### config.mk
export PLATFORM = sky130hd
export DESIGN_NAME = pong_game_core_flat
export DESIGN_NICKNAME = d
export VERILOG_FILES = /design/src/rtl/pong_game_core_if.sv /design/src/rtl/pong_game_core.sv /design/src/flat_wrapper.sv
export SDC_FILE = /design/constraint.sdc
export NUM_CORES = 1
export LEC_CHECK = 0
export CAP_MARGIN = 20
export CELL_PAD_IN_SITES_DETAIL_PLACEMENT = 2
export CELL_PAD_IN_SITES_GLOBAL_PLACEMENT = 2
export CORE_UTILIZATION = 33
export DETAILED_ROUTE_END_ITERATION = 10
export GPL_TIMING_DRIVEN = 0
export HOLD_SLACK_MARGIN = 0.02
export PLACE_DENSITY_LB_ADDON = 0.1
export SLEW_MARGIN = 10
export SYNTH_ARGS = -nofsm -noshare
export SYNTH_HDL_FRONTEND = slang
export SYNTH_SLANG_ARGS = --single-unit
### constraint.sdc
create_clock -name CLK_50 -period 8.66 [get_ports CLK_50]
set_input_delay 2.165 -clock CLK_50 [delete_from_list [all_inputs] [get_ports CLK_50]]
set_output_delay 2.165 -clock CLK_50 [all_outputs]
set_load 0.05 [all_outputs]
### src/rtl/pong_game_core_if.sv
// pong_game_core_if: paddle inputs, start request and ball/score/status outputs of the pong engine
interface pong_game_core_if #(
  parameter int NUM_PADDLES = 2,
  parameter int SCORE_W = 8
);
  logic START;
  logic [10*NUM_PADDLES-1:0] PADDLE_X;
  logic [9:0] BALL_X;
  logic [9:0] BALL_Y;
  logic [SCORE_W-1:0] SCORE;
  logic [3:0] LIVES_LEFT;
  logic [1:0] STATE;
  logic HIT_PULSE;
  logic MISS_PULSE;
  modport master (output START, PADDLE_X, input BALL_X, BALL_Y, SCORE, LIVES_LEFT, STATE, HIT_PULSE, MISS_PULSE);
  modport slave (input START, PADDLE_X, output BALL_X, BALL_Y, SCORE, LIVES_LEFT, STATE, HIT_PULSE, MISS_PULSE);
endinterface

### src/rtl/pong_game_core.sv
// pong_game_core: ball motion, wall/paddle collisions, score, lives and serve/play/over control
module pong_game_core #(
  parameter int SCREEN_W = 640,
  parameter int SCREEN_H = 480,
  parameter int BORDER = 5,
  parameter int BALL_SIZE = 15,
  parameter int PADDLE_W = 80,
  parameter int PADDLE_Y = 450,
  parameter int NUM_PADDLES = 2,
  parameter int LIVES = 3,
  parameter int SERVE_TICKS = 64,
  parameter int BASE_DIV = 80000,
  parameter int DIV_STEP = 500,
  parameter int MIN_DIV = 20000,
  parameter int SCORE_W = 8
) (
  input logic CLK_50,
  input logic RESET,
  pong_game_core_if.slave bus
);
  typedef enum logic [1:0] {IDLE, SERVE, PLAY, OVER} state_t;
  localparam logic [9:0] CX = 10'((SCREEN_W - BALL_SIZE) / 2);
  localparam logic [9:0] CY = 10'((SCREEN_H - BALL_SIZE) / 2);
  localparam logic [10:0] BS = 11'(BALL_SIZE);
  localparam logic [10:0] BR = 11'(BORDER);
  localparam logic [10:0] RW = 11'(SCREEN_W - BORDER);
  localparam logic [10:0] SH = 11'(SCREEN_H);
  localparam logic [10:0] PY = 11'(PADDLE_Y);
  localparam logic [10:0] PW = 11'(PADDLE_W);
  localparam logic [31:0] BD = 32'(BASE_DIV);
  localparam logic [31:0] DS = 32'(DIV_STEP);
  localparam logic [31:0] MD = 32'(MIN_DIV);
  localparam logic [15:0] ST = 16'(SERVE_TICKS);
  localparam logic [3:0] LV = 4'(LIVES);
  state_t state_q, state_d;
  logic [9:0] x_q, x_d, y_q, y_d;
  logic dx_q, dx_d, dy_q, dy_d;
  logic [SCORE_W-1:0] score_q, score_d;
  logic [3:0] lives_q, lives_d;
  logic [31:0] cnt_q, cnt_d, prod, div;
  logic [15:0] serve_q, serve_d;
  logic hit_q, hit_d, miss_q, miss_d, start_q;
  logic [10:0] xe, ye;
  logic run, tick, rise, miss, over, phit, dx_n, dy_n;
  always_comb begin
    over = 1'b0;
    for (int i = 0; i < NUM_PADDLES; i++)
      over = over | (({1'b0, x_q} + BS > {1'b0, bus.PADDLE_X[10*i +: 10]}) && ({1'b0, x_q} < {1'b0, bus.PADDLE_X[10*i +: 10]} + PW));
  end
  always_comb begin
    xe = {1'b0, x_q};
    ye = {1'b0, y_q};
    prod = DS * 32'(score_q);
    div = prod > BD - MD ? MD : BD - prod;
    run = state_q == SERVE || state_q == PLAY;
    tick = run && cnt_q >= div - 32'd1;
    rise = bus.START && !start_q;
    miss = ye + BS >= SH;
    phit = dy_q && ye + BS == PY && over;
    dx_n = xe <= BR ? 1'b1 : xe + BS >= RW ? 1'b0 : dx_q;
    dy_n = ye <= BR ? 1'b1 : phit ? 1'b0 : dy_q;
    state_d = state_q;
    x_d = x_q;
    y_d = y_q;
    dx_d = dx_q;
    dy_d = dy_q;
    score_d = score_q;
    lives_d = lives_q;
    serve_d = serve_q;
    cnt_d = tick || !run ? 32'd0 : cnt_q + 32'd1;
    hit_d = 1'b0;
    miss_d = 1'b0;
    case (state_q)
      IDLE: state_d = rise ? SERVE : IDLE;
      SERVE: if (tick) begin
        serve_d = serve_q + 16'd1;
        state_d = serve_d == ST ? PLAY : SERVE;
      end
      PLAY: if (tick && miss) begin
        miss_d = 1'b1;
        lives_d = lives_q - 4'd1;
        state_d = lives_q == 4'd1 ? OVER : SERVE;
      end else if (tick) begin
        dx_d = dx_n;
        dy_d = dy_n;
        x_d = dx_n ? x_q + 10'd1 : x_q - 10'd1;
        y_d = dy_n ? y_q + 10'd1 : y_q - 10'd1;
        hit_d = phit;
        score_d = phit && !(&score_q) ? score_q + 1'b1 : score_q;
      end
      OVER: if (rise) begin
        score_d = '0;
        lives_d = LV;
        state_d = SERVE;
      end
    endcase
    if (state_d == SERVE) begin
      x_d = CX;
      y_d = CY;
      dx_d = 1'b1;
      dy_d = 1'b0;
      serve_d = state_q != SERVE ? 16'd0 : serve_d;
    end
  end
  always_ff @(posedge CLK_50)
    if (RESET) begin
      state_q <= IDLE;
      x_q <= CX;
      y_q <= CY;
      dx_q <= 1'b1;
      dy_q <= 1'b0;
      score_q <= '0;
      lives_q <= LV;
      cnt_q <= '0;
      serve_q <= '0;
      hit_q <= 1'b0;
      miss_q <= 1'b0;
      start_q <= 1'b0;
    end else begin
      state_q <= state_d;
      x_q <= x_d;
      y_q <= y_d;
      dx_q <= dx_d;
      dy_q <= dy_d;
      score_q <= score_d;
      lives_q <= lives_d;
      cnt_q <= cnt_d;
      serve_q <= serve_d;
      hit_q <= hit_d;
      miss_q <= miss_d;
      start_q <= bus.START;
    end
  assign bus.BALL_X = x_q;
  assign bus.BALL_Y = y_q;
  assign bus.SCORE = score_q;
  assign bus.LIVES_LEFT = lives_q;
  assign bus.STATE = state_q;
  assign bus.HIT_PULSE = hit_q;
  assign bus.MISS_PULSE = miss_q;
endmodule

### src/flat_wrapper.sv
// flat-port wrapper written by rule: the top's interface ports become plain ports
module pong_game_core_flat 
#(
  parameter int SCREEN_W = 640,
  parameter int SCREEN_H = 480,
  parameter int BORDER = 5,
  parameter int BALL_SIZE = 15,
  parameter int PADDLE_W = 80,
  parameter int PADDLE_Y = 450,
  parameter int NUM_PADDLES = 2,
  parameter int LIVES = 3,
  parameter int SERVE_TICKS = 64,
  parameter int BASE_DIV = 80000,
  parameter int DIV_STEP = 500,
  parameter int MIN_DIV = 20000,
  parameter int SCORE_W = 8
)
  (CLK_50, RESET, bus_START, bus_PADDLE_X, bus_BALL_X, bus_BALL_Y, bus_SCORE, bus_LIVES_LEFT, bus_STATE, bus_HIT_PULSE, bus_MISS_PULSE);
  pong_game_core_if #(.NUM_PADDLES(NUM_PADDLES), .SCORE_W(SCORE_W)) bus_i ();
  input logic CLK_50;
  input logic RESET;
  input wire logic [$bits(bus_i.START)-1:0] bus_START;
  input wire logic [$bits(bus_i.PADDLE_X)-1:0] bus_PADDLE_X;
  output wire logic [$bits(bus_i.BALL_X)-1:0] bus_BALL_X;
  output wire logic [$bits(bus_i.BALL_Y)-1:0] bus_BALL_Y;
  output wire logic [$bits(bus_i.SCORE)-1:0] bus_SCORE;
  output wire logic [$bits(bus_i.LIVES_LEFT)-1:0] bus_LIVES_LEFT;
  output wire logic [$bits(bus_i.STATE)-1:0] bus_STATE;
  output wire logic [$bits(bus_i.HIT_PULSE)-1:0] bus_HIT_PULSE;
  output wire logic [$bits(bus_i.MISS_PULSE)-1:0] bus_MISS_PULSE;
  assign bus_i.START = bus_START;
  assign bus_i.PADDLE_X = bus_PADDLE_X;
  assign bus_BALL_X = bus_i.BALL_X;
  assign bus_BALL_Y = bus_i.BALL_Y;
  assign bus_SCORE = bus_i.SCORE;
  assign bus_LIVES_LEFT = bus_i.LIVES_LEFT;
  assign bus_STATE = bus_i.STATE;
  assign bus_HIT_PULSE = bus_i.HIT_PULSE;
  assign bus_MISS_PULSE = bus_i.MISS_PULSE;
  pong_game_core #(.SCREEN_W(SCREEN_W), .SCREEN_H(SCREEN_H), .BORDER(BORDER), .BALL_SIZE(BALL_SIZE), .PADDLE_W(PADDLE_W), .PADDLE_Y(PADDLE_Y), .NUM_PADDLES(NUM_PADDLES), .LIVES(LIVES), .SERVE_TICKS(SERVE_TICKS), .BASE_DIV(BASE_DIV), .DIV_STEP(DIV_STEP), .MIN_DIV(MIN_DIV), .SCORE_W(SCORE_W)) u_core (.CLK_50(CLK_50), .RESET(RESET), .bus(bus_i));
endmodule
# Word level (Yosys, flattened, before mapping)
# Cells that the tools add are included.
[word_totals]
regBits = 87
out_inout_bits = 36
[classes]
add_sub_neg = 14
n_mul = 1
n_lt_le_gt_ge = 10
n_eq_ne = 13
mux = 27
n_bitwise = 4
n_reduce_logical = 23
[op_table]
columns = ["op", "count"]
rows = [
  ["16-bit 2-to-1 mux", 4],
  ["32-bit by 1-bit adder with 32-bit output (second input constant)", 1],
  ["32-bit greater-or-equal comparator", 1],
  ["32-bit 2-to-1 mux", 1],
  ["8-bit 2-to-1 mux", 4],
  ["32-bit by 1-bit subtractor with 32-bit output (second input constant)", 1],
  ["10-bit by 4-bit adder with 11-bit output (second input constant)", 2],
  ["10-bit by 7-bit adder with 11-bit output (second input constant)", 2],
  ["11-bit by 10-bit > comparator with 1-bit output", 2],
  ["10-bit by 11-bit < comparator with 1-bit output", 2],
  ["10-bit by 1-bit adder with 10-bit output (second input constant)", 2],
  ["10-bit by 3-bit <= comparator with 1-bit output (second input constant)", 2],
  ["10-bit 2-to-1 mux", 2],
  ["10-bit by 1-bit subtractor with 10-bit output (second input constant)", 2],
  ["17-bit by 17-bit subtractor with 18-bit output (first input constant)", 1],
  ["17-bit by 16-bit > comparator with 1-bit output (second input constant)", 1],
  ["16-bit by 1-bit adder with 16-bit output (second input constant)", 1],
  ["16-bit by 7-bit equality test with 1-bit output (second input constant)", 1],
  ["8-bit one-hot mux with 2 select lines", 1],
  ["7-bit by 8-bit multiplier with 15-bit output (first input constant)", 1],
  ["11-bit by 9-bit equality test with 1-bit output (second input constant)", 1],
  ["11-bit by 10-bit greater-or-equal comparator with 1-bit output (second input constant)", 1],
  ["11-bit by 9-bit greater-or-equal comparator with 1-bit output (second input constant)", 1],
  ["2-bit 2-to-1 mux", 5],
  ["other kinds (23)", 50],
]

# Depth between registers and ports, before layout
# Gate-level depths: netlist of the first run.
[logic_depth]
depth_word = 11
ltp_mapped = 37
ltp_nobuf = 34

# Worst setup path after synthesis of the first run
# No wires, ideal clock.
[synth_timing]
path_kind = "flip-flop to flip-flop"
startpoint = "register u_core.score_q[1] (netlist: u_core.bus.SCORE[1])"
endpoint = "register u_core.serve_q[10]"
arrival_ns = 8.576
slack_ns = -0.043
path_stages_with_launch = 35
path_buffers = 2
synth_period_minus_slack_ns = 8.703
cell_sequence = "dfxtp_1 inv_1 fa_1 fa_1 fa_1 fa_1 inv_1 ha_1 nor2b_1 o31ai_1 o21ai_0 o41ai_1 xnor2_1 a41oi_1 clkbuf_1 nand2_1 ha_1 o21ai_0 nor4_1 o21ai_0 o22ai_1 nand3_1 xor2_1 and2_1 ha_1 nand4_1 nor2_1 o2bb2ai_1 o31ai_1 a21oi_1 a32oi_1 a31oi_1 o31ai_2 clkbuf_1 nor2_1"
[synth_via]
elab_chain_cells = 11
elab_cells_between_ends = 16
[synth_lines]
columns = ["item", "line", "source"]
rows = [
  ["from (decl)", "pong_game_core.sv:38", "logic [SCORE_W-1:0] score_q, score_d;"],
  ["from (signal assigned)", "pong_game_core.sv:125", "score_q <= score_d;"],
  ["7-bit by 8-bit multiplier with 15-bit output (*)", "pong_game_core.sv:53", "prod = DS * 32'(score_q);"],
  ["17-bit by 17-bit subtractor with 18-bit output / 17-bit by 16-bit > comparator with 1-bit output (equally long branches)", "pong_game_core.sv:54", "div = prod > BD - MD ? MD : BD - prod;"],
  ["32-bit 2-to-1 mux (*)", "pong_game_core.sv:54", ""],
  ["32-bit by 1-bit subtractor with 32-bit output (*)", "pong_game_core.sv:56", "tick = run && cnt_q >= div - 32'd1;"],
  ["32-bit greater-or-equal comparator (*)", "pong_game_core.sv:56", ""],
  ["1-bit logical AND (*)", "pong_game_core.sv:56", ""],
  ["1-bit logical AND", "pong_game_core.sv:79", "PLAY: if (tick && miss) begin"],
  ["2-bit 2-to-1 mux", "pong_game_core.sv:79", ""],
  ["2-bit one-hot mux with 4 select lines", "pong_game_core.sv:73", "case (state_q)"],
  ["2-bit by 1-bit equality test with 1-bit output", "pong_game_core.sv:97", "if (state_d == SERVE) begin"],
  ["16-bit 2-to-1 mux (*)", "pong_game_core.sv:97", ""],
  ["to (signal assigned)", "pong_game_core.sv:128", "serve_q <= serve_d;"],
  ["to (decl)", "pong_game_core.sv:41", "logic [15:0] serve_q, serve_d;"],
]
# Mark *: on every way between the ends. The rest lies on a longest branch, timed or not.
# A chain may end at the register's enable or synchronous reset.

# Worst setup path after layout of the first run
[layout_timing]
startpoint = "register u_core.score_q[1] (netlist: u_core.bus.SCORE[1])"
endpoint = "register u_core.x_q[1] (netlist: u_core.bus.BALL_X[1])"
[layout_via]
elab_chain_cells = 11
elab_cells_between_ends = 15
[layout_lines]
columns = ["item", "line", "source"]
rows = [
  ["7-bit by 8-bit multiplier with 15-bit output (*)", "pong_game_core.sv:53", ""],
  ["17-bit by 17-bit subtractor with 18-bit output / 17-bit by 16-bit > comparator with 1-bit output (equally long branches)", "pong_game_core.sv:54", ""],
  ["32-bit 2-to-1 mux (*)", "pong_game_core.sv:54", ""],
  ["32-bit by 1-bit subtractor with 32-bit output (*)", "pong_game_core.sv:56", ""],
  ["32-bit greater-or-equal comparator (*)", "pong_game_core.sv:56", ""],
  ["1-bit logical AND (*)", "pong_game_core.sv:56", ""],
  ["1-bit logical AND", "pong_game_core.sv:79", ""],
  ["2-bit 2-to-1 mux", "pong_game_core.sv:79", ""],
  ["2-bit one-hot mux with 4 select lines", "pong_game_core.sv:73", ""],
  ["2-bit by 1-bit equality test with 1-bit output", "pong_game_core.sv:97", ""],
  ["2-bit OR reduction (no source line)", "n/a", ""],
  ["to (signal assigned)", "pong_game_core.sv:108", "x_q <= CX;"],
  ["to (signal assigned)", "pong_game_core.sv:121", "x_q <= x_d;"],
  ["to (decl)", "pong_game_core.sv:36", "logic [9:0] x_q, x_d, y_q, y_d;"],
]
# Marked as above.

==> impl_results.md, run 1 <==
* Share of power burned in registers at 0.379
* Skew-Pair Late Insertion Delay at 0.36 ns
* Die ar. at 26610 um^2
* Most frequent cell after synthesis: ha_1
* Slew Viols, Final at 0
* Post-DP HPWL at 21000 um
* Slew Limit Headroom at 0.2596
* Crit-path most repeated cell: buf_4
* Worst VDD drop at 0.00008740 V
* WL per Instance at 18.77 um
* Final GP Congestion at 0.7943
* Slowest CP cell: fa_1
* Final WL at 28670 um
* Tot GR Track Use at 0.2107
* Cells after synthesis at 1063
* Min-delay worst type: reg2reg
* Clock sinks at 87
* Finished Core Util at 0.4257
* Final Hold Violating Endpoints at 0
* Drc violations at 0
* Worst Path Required at 8.90 ns
* TritonCTS buffer count at 9
* Final instance area at 10780 um^2
* Clock share of power at 0.355
* Initial antenna violation count at 2
* First-pass GRT wire length at 44550 um
* Comb power frac at 0.266
* Tightest Pin Transition at 1.096 ns
* DR pass1 iterations at 4
* Pre-CTS setup slack at -2.371 ns
* H-tree Lvls at 3
* WP buf/inv at 9
* Vias at 8188
* Total global routing overflow at 0
* Clock skew after layout at 0.01058 ns
* I/O pin cnt at 59
* Fill count at 2877
* Post-Syn Area at 8568 um^2
* Starting Density at 0.3383
* Critical path arrival at 8.81 ns
* Asr flop ratio synth at 0
* F_max at 116.6 MHz
* Avg Synthesized Cell Area at 8.060 um^2
* Leading area contributor after synthesis: dfxtp_1
* PortBufs at 58
* MaxCap Viol Count at 0
* Setup ws final at 0.08525 ns
* CTS clk-pin slew, worst paths at 0.07 ns
* Crit path launch type: flip-flop
* Vias/cell at 5.359
* Number of global-route vias before repair at 8682
* Layout Nets at 1377
* Max stage delay on crit path at 0.55 ns
* EDFF count, synth at 0
* Die Y at 163.1 um
* Net Sw Frac at 0.3235
* Synth cell count leaders: ha_1, nor2_1, dfxtp_1, inv_1, nand2_1
* # setup viols final at 0
* Site Rows at 58
* Min Tclk post-route at 8.575 ns
* Cell family with most CP delay: compound AO/OA/AOI/OAI gates
* Final Total Pwr at 1.064 mW
* Proportion of layout cells with a drive suffix above 1 at 0.1253
* CP endpoint kind: flip-flop
* Crit path kind: reg2reg
* Outcome: complete, no violations
* Post-synth top area share at 0.2033
* Dominant cells by area after synthesis: dfxtp_1, ha_1, xor2_1, fa_1, nor2_1
* CTS tree: done
* Die Span X at 163.1 um
* Dpl cell area at 9615 um^2
* Seq/Total Area, Yosys at 0.2033
* Worst-path fanout max at 8
* Yosys warns at 0
* Unique masters post-synth at 68
* CTS Hold Buffers Added at 0
* Max clock buf depth at 2
* Synth Flop Type: dfxtp_1
* Leakage power at 4.635 nW
* Largest net degree at the start of global routing at 16
* DRT iter0 DRCs at 258
* RSZ-0062 raised after global routing: yes
* Pwr dens at 98.70 nW/um^2
* #FFs+latches synth at 87
* Layout area overhead at 25.82%
* CTS root buffer: clkbuf_16
* Sw Pwr at 0.3442 mW
* Internal Power at 0.7199 mW
* Core area at 25330 um^2
* Period utilisation layout at 0.9902
* Setup TNS at 0 ns
* Post-route ant nets at 0
[registers in the layout (all words and copies together) (netlist names)]
name / flops
u_core.start_q: 1
u_core.cnt_q: 32
u_core.bus.LIVES_LEFT: 4
u_core.bus.BALL_Y: 10
u_core.bus.MISS_PULSE: 1
u_core.dy_q: 1
u_core.dx_q: 1
u_core.bus.BALL_X: 10
u_core.bus.SCORE: 8
u_core.bus.HIT_PULSE: 1
u_core.serve_q: 16
u_core.bus.STATE: 2
[what timing repair did]
| action | 4_1_cts | 5_1_grt |
|---|---|---|
| setup endpoints to repair | 86 | 83 |
| buffers inserted | 13 | 33 |
| cloned | 1 | 2 |
| gates resized for setup | 55 | 57 |
| pin swaps | 16 | 36 |
[layout by cell type (no fill, tap or decap), types with 40 or more instances in the layout]
| cell type | instances |
|---|---|
| clkdlybuf4s50_1 | 58 |
| xor2_1 | 53 |
| ha_1 | 132 |
| dfxtp_1 | 80 |
| xnor2_1 | 40 |
| inv_1 | 79 |
| nor2_1 | 110 |
| buf_4 | 41 |
| nand2_1 | 82 |
| a21oi_1 | 61 |
[per-stage QoR]
stage / cells / hold slack, ns
after floorplan: 1077 / 0.4297
after global placement: 1465 / 0.4427
after detailed placement: 1465 / 0.4525
after CTS: 1493 / 0.4683
after global routing: 1527 / 0.5129
final: 1528 / 0.4604
[path summary, 6_finish.rpt]
path	startpoint	to	slack [ns]	depth (start not counted)
worst min register to register	u_core.cnt_q[0]	u_core.cnt_q[0]	0.46	1
worst min-delay path	u_core.cnt_q[0]	u_core.cnt_q[0]	0.46	1
worst max register to register	u_core.bus.SCORE[1]	u_core.bus.BALL_X[1]	0.09	39
worst max-delay path	u_core.bus.SCORE[1]	u_core.bus.BALL_X[1]	0.09	39
[layout make-up]
class	count	area, um^2	share of cell area
sequential	87	1765	0.1638
clock inverter	6	45.04	0.004178
clock buffer	10	229.0	0.02124
tap	330	412.9	0.03830
antenna	1	2.502	0.0002321
buffer	23	138.9	0.01288
timing repair buffer	106	991.0	0.09192
inverter	85	330.3	0.03064
multi-input combinational	880	6865	0.6368
[power by group through the flow]
stage	clock (mW)	combinational [mW]	sequential (mW)
6_report	0.378	0.283	0.403
3_3_place_gp	0	0.214	0.415
5_1_grt	0.405	0.313	0.403
3_5_place_dp	0	0.223	0.415
2_1_floorplan	0	0.155	0.417
4_1_cts	0.394	0.246	0.405
[metal layers]
layer,GRT usage,up-vias,wire length [um]
li1,-,4000,-
met1,0.2629,4083,13230
met2,0.3812,70,14440
met3,0.02666,33,589
met4,0.04885,2,408
met5,0,-,11
[cell families after synthesis]
family / after synthesis / share of synthesized area
buffers and inverters: 110 / 0.04921
XOR/XNOR: 101 / 0.1032
adder cells (fa/ha/maj): 162 / 0.2567
multiplexers: 3 / 0.003505
AO/OA/AOI/OAI: 209 / 0.1586
other: 1 / 0.0004377
flip-flops: 87 / 0.2033
AND/OR/NAND/NOR: 390 / 0.2250
Power figures use the tool's default switching activity.
==> inputs of run 2 (changes only) <==
CORE_MARGIN = 5   (was default)
==> run 2 against run 1 <==
Non-clock buffer count decreased by 13. Combinational power fell by 7.8%. Worst hold slack gained 0.0068 ns. Sequential power about the same. Flip-flop and latch count unchanged. Register-to-register slack gained 0.15 ns. Design area is 1.0% lower. Setup slack gained 0.15 ns. Count of clock-buffer cells in the layout fell by 1. Cell count shrank 0.59%. Power increased by 2.6%. Wire length shrank 2.1%. Critical path type unchanged. Critical endpoint is now u_core.bus.BALL_Y[5]. Largest power group is now the clock network.
==> impl_results.md, run 2 (same netlist as run 1, synthesis figures left out) <==
* Outcome: complete, no violations
* Post-route ant nets at 0 (unchanged)
* PortBufs at 58 (unchanged)
* Final WL at 28060 um (-2.1%)
* Die ar. at 29290 um^2 (+10%)
* MaxCap Viol Count at 0 (unchanged)
* Slew Viols, Final at 0 (unchanged)
* Site Rows at 59 (+1.7%)
* Number of global-route vias before repair at 8696 (+0.16%)
* Final Hold Violating Endpoints at 0 (unchanged)
* Regs by FF count: u_core.cnt_q x32, u_core.serve_q x16
* Diodes inserted at 0 (-1)
* Vias/cell at 5.315 (-0.82%)
* Drc violations at 0 (unchanged)
* I/O pin cnt at 59 (unchanged)
* Cell family with most CP delay: compound AO/OA/AOI/OAI gates
* Final instance area at 10670 um^2 (-1.0%)
* CTS Hold Buffers Added at 0 (unchanged)
* Max clock buf depth at 2 (unchanged)
* Pwr dens at 102.3 nW/um^2 (+3.7%)
* First-pass GRT wire length at 44820 um (+0.62%)
* WL per Instance at 18.48 um (-1.5%)
* Min-delay worst type: reg2reg
* CP endpoint kind: flip-flop
* Initial antenna violation count at 1 (-1)
* TritonCTS buffer count at 9 (unchanged)
* Commonest non-fill, non-tap cell in the layout: ha_1
* Final Total Pwr at 1.092 mW (+2.6%)
* Non-filler cells, final at 1519 (-0.59%)
* Vias at 8073 (-1.4%)
* Proportion of layout cells with a drive suffix above 1 at 0.1157 (-0.009604)
* DR pass1 iterations at 4 (unchanged)
* Final GP Congestion at 0.7721 (-2.8%)
* Dpl cell area at 9622 um^2 (about the same)
* Die Y at 171.1 um (+4.9%)
* # setup viols final at 0 (unchanged)
* CTS clk-pin slew, worst paths at 0.08 ns (about the same)
* Min Tclk post-route at 8.424 ns (-0.1503 ns)
* Reg with most FFs: u_core.cnt_q
* H-tree Lvls at 3 (unchanged)
* Die Span X at 171.1 um (+4.9%)
* Worst VDD drop at 0.00007183 V (-18%)
* Largest register FFs at 32 (unchanged)
* Crit path launch type: flip-flop
* Layout Nets at 1364 (-0.94%)
* Fill count at 2971 (+3.3%)
* Post-DP HPWL at 20830 um (-0.79%)
* Min Hold Slack at 0.4672 ns (+0.006823 ns)
* Clock sinks at 87 (unchanged)
* Tightest Pin Transition at 0.9374 ns (-0.1588 ns)
* Crit path kind: reg2reg
* Leakage power at 4.568 nW (-1.5%)
* Finished Core Util at 0.4131 (-0.01257)
* Skew-Pair Late Insertion Delay at 0.35 ns (about the same)
* Max stage delay on crit path at 0.52 ns (-0.03 ns)
* Starting Density at 0.3316 (-0.006684)
* Largest net degree at the start of global routing at 18 (+2)
* F_max at 118.7 MHz (+1.8%)
* Placed cell count at 1470 (+0.34%)
* Worst Path Required at 8.91 ns (about the same)
* Total global routing overflow at 0 (unchanged)
* Clock skew after layout at 0.01059 ns (+0.00001020 ns)
* Multi-input combinational cell area at 6842 um^2 (-0.35%)
* Slowest CP cell: fa_1
* CTS root buffer: clkbuf_16
* Period utilisation layout at 0.9728 (-0.01735)
* Slew Limit Headroom at 0.3693 (+0.1097)
* Layout area overhead at 24.56%
* Most frequent cells in the layout: ha_1, nor2_1, nand2_1
* Critical path arrival at 8.67 ns (-0.14 ns)
* CTS tree: done
* DRT iter0 DRCs at 243 (-5.8%)
* Worst-path fanout max at 8 (unchanged)
* Core area at 25840 um^2 (+2.0%)
* Reg area at 1758 um^2 (-0.42%)
* Tot GR Track Use at 0.1869 (-0.02377)
* WP buf/inv at 7 (-2)
==> run 2: per-layer routing <==
layer  wire [um]  up-vias  share of wire  track usage
met5          13        -        0.00046            0
met4         281        2          0.010      0.02928
met3         503       17          0.018      0.02634
met2       14100       53           0.50       0.3331
met1       13160     4019           0.47       0.2450
li1            -     3982              -            -
==> run 2: worst paths after layout <==
| kind | start | endpoint | cells past startpoint | slack [ns] |
|---|---|---|---|---|
| hold reg to reg | u_core.cnt_q[0] | u_core.cnt_q[0] | 1 | 0.47 |
| setup reg to reg | u_core.bus.SCORE[3] | u_core.bus.BALL_Y[5] | 37 | 0.24 |
| setup / recovery | u_core.bus.SCORE[3] | u_core.bus.BALL_Y[5] | 37 | 0.24 |
| hold / removal | u_core.cnt_q[0] | u_core.cnt_q[0] | 1 | 0.47 |
==> run 2: what timing repair did <==
action,in CTS,in global routing
cloned,1,1
setup buffers,12,21
resized for setup,47,56
endpoints found under the hold margin,0,0
pin swaps,14,30
endpoints found under the setup margin,86,83
==> run 2: power breakdown <==
part | internal [mW] | switching, mW | leakage [nW]
registers | 0.401 | 0.00337 | 0.705
logic | 0.112 | 0.149 | 3.71
clock network | 0.231 | 0.196 | 0.150
==> run 2: area by class of cell <==
class | count | share of cell area
Buffer | 23 | 0.01325
Clock buffer | 9 | 0.02110
Clock inverter | 7 | 0.008089
Inverter | 85 | 0.03060
Multi-Input combinational cell | 880 | 0.6410
Sequential cell | 87 | 0.1647
Tap cell | 335 | 0.03927
Timing Repair Buffer | 93 | 0.08195
==> run 2: through the flow <==
step	worst slack, ns	setup TNS [ns]
after CTS	0.01868	0
final	0.2355	0
after global placement	-2.180	-130.36
after floorplan	0.03620	0
after global routing	-0.09094	-1.636
after detailed placement	-2.156	-128.25
==> inputs of run 3 (changes only) <==
CORE_MARGIN = default   (was 5)
MAX_ROUTING_LAYER = met4   (was default)
SKIP_CTS_REPAIR_TIMING = 1   (was default)
==> run 3 against run 2 <==
Design area is 2.2% lower. Register-to-register slack worse by 0.08 ns. Sequential share of layout area is 0.39 points higher. Largest cell class unchanged. Wire length is 2.9% lower. Setup slack worse by 0.080 ns. Highest routed layer is now met4. Worst hold slack worse by 0.0058 ns. First-iteration DRC count is 4.9% lower. Critical path depth is 1 lower. Via count is 0.85% lower.
==> impl_results.md, run 3 (same netlist as run 1, synthesis figures left out) <==
* Outcome: complete, no violations
* Cell family with most CP delay: compound AO/OA/AOI/OAI gates
* Leakage power at 4.468 nW (-2.2%)
* Die ar. at 26610 um^2 (-9.1%)
* Worst-path fanout max at 10 (+2)
* F_max at 117.6 MHz (-0.94%)
* Reg with most FFs: u_core.cnt_q
* Period utilisation layout at 0.9820 (+0.009240)
* Min Hold Slack at 0.4614 ns (-0.005825 ns)
* Slowest CP cell: fa_1
* Layout area overhead at 21.87%
* CTS clk-pin slew, worst paths at 0.07 ns (about the same)
* Starting Density at 0.3383 (+0.006684)
* Vias/cell at 5.325 (+0.20%)
* Max clock buf depth at 2 (unchanged)
* CTS root buffer: clkbuf_16
* Slew Viols, Final at 0 (unchanged)
* Setup ws final at 0.1555 ns (-0.08002 ns)
* Slew Limit Headroom at 0.2513 (-0.1180)
* Post-route ant nets at 0 (unchanged)
* H-tree Lvls at 3 (unchanged)
* Max stage delay on crit path at 0.52 ns (about the same)
* I/O pin cnt at 59 (unchanged)
* Layout Nets at 1352 (-0.88%)
* Drc violations at 0 (unchanged)
* CP endpoint kind: flip-flop
* WP buf/inv at 5 (-2)
* Clock sinks at 87 (unchanged)
* Reg area at 1760 um^2 (+0.14%)
* Final instance area at 10440 um^2 (-2.2%)
* Regs by FF count: u_core.cnt_q x32, u_core.serve_q x16
* Setup TNS at 0 ns (unchanged)
* Critical path arrival at 8.74 ns (+0.07 ns)
* Commonest non-fill, non-tap cell in the layout: ha_1
* Die Y at 163.1 um (-4.7%)
* TritonCTS buffer count at 9 (unchanged)
* Proportion of layout cells with a drive suffix above 1 at 0.09727 (-0.01844)
* Vias at 8004 (-0.85%)
* Worst VDD drop at 0.00007965 V (+11%)
* WL per Instance at 18.12 um (-1.9%)
* Largest net degree at the start of global routing at 16 (-2)
* Crit path kind: reg2reg
* CTS tree: done
* First-pass GRT wire length at 43500 um (-2.9%)
* Crit path launch type: flip-flop
* Tightest Pin Transition at 1.108 ns (+0.1710 ns)
* Pre-CTS setup slack at -2.371 ns (-0.2145 ns)
* Initial antenna violation count at 1 (unchanged)
* Core area at 25330 um^2 (-2.0%)
* Final Hold Violating Endpoints at 0 (unchanged)
* Tot GR Track Use at 0.2110 (+0.02404)
* Worst Path Required at 8.90 ns (about the same)
* Skew-Pair Late Insertion Delay at 0.36 ns (about the same)
* Dpl cell area at 9615 um^2 (about the same)
* PortBufs at 58 (unchanged)
* Min-delay worst type: reg2reg
* Number of global-route vias before repair at 8509 (-2.2%)
* M2 GR Usage at 0.3665 (+0.03343)
* Final WL at 27240 um (-2.9%)
* GR Layer Usage met1 at 0.2591 (+0.01407)
* # setup viols final at 0 (unchanged)
* DRT iter0 DRCs at 231 (-4.9%)
* Fill count at 2909 (-2.1%)
* Die Span X at 163.1 um (-4.7%)
* Largest register FFs at 32 (unchanged)
* Post-DP HPWL at 21000 um (+0.80%)
* MaxCap Viol Count at 0 (unchanged)
* Finished Core Util at 0.4123 (-0.0007640)
* Final GP Congestion at 0.8055 (+4.3%)
* Met3 usage at 0.02692 (+0.0005771)
* Most frequent cells in the layout: ha_1, nor2_1, nand2_1
* Pwr dens at 98.69 nW/um^2 (-3.6%)
* Site Rows at 58 (-1.7%)
* GR peak layer: met2
* Multi-input combinational cell area at 6780 um^2 (-0.90%)
* Total global routing overflow at 0 (unchanged)
* DR pass1 iterations at 4 (unchanged)
* Min Tclk post-route at 8.505 ns (+0.08002 ns)
* Clock skew after layout at 0.01153 ns (+0.0009371 ns)
run 3: cell count changes in the layout (fill, tap and decap cells not counted), moves of 3 or more:
cell and change:
buf_4 -9, ha_4 -5, clkbuf_1 +4, clkbuf_2 -3
ha_1 +3
run 3: final cells by class:
cell class | count | share of cell area
Inverter | 85 | 0.03091
Multi-Input combinational cell | 880 | 0.6493
Tap cell | 330 | 0.03954
Timing Repair Buffer | 81 | 0.07249
Clock buffer | 10 | 0.02193
Buffer | 23 | 0.01270
Sequential cell | 87 | 0.1686
Clock inverter | 6 | 0.004313
Antenna cell | 1 | 0.0002396
run 3: worst paths after layout:
| kind | slack, ns | depth (start not counted) | from | end |
|---|---|---|---|---|
| setup reg to reg | 0.16 | 36 | u_core.bus.SCORE[5] | u_core.bus.BALL_Y[7] |
| hold reg to reg | 0.46 | 1 | u_core.cnt_q[0] | u_core.cnt_q[0] |
| hold / removal | 0.46 | 1 | u_core.cnt_q[0] | u_core.cnt_q[0] |
| setup / recovery | 0.16 | 36 | u_core.bus.SCORE[5] | u_core.bus.BALL_Y[7] |
run 3: layer usage:
metal	vias to the layer above	wire (um)
met4	0	293
met2	63	13640
li1	3951	-
met1	3968	12700
met5	-	0
met3	22	613
run 3: stage by stage:
stage,total power [mW],cells
floorplan,0.5718,1077
global placement,0.6288,1465
detailed placement,0.6379,1465
CTS,1.024,1481
global route,1.090,1503
finish,1.031,1503
run 3: power by group:
group | total [mW] | leakage, nW | internal [mW] | switching [mW]
sequential | 0.403 | 0.706 | 0.401 | 0.00241
clock | 0.379 | 0.126 | 0.196 | 0.182
combinational | 0.249 | 3.64 | 0.106 | 0.143
total | 1.03 | 4.47 | 0.703 | 0.328
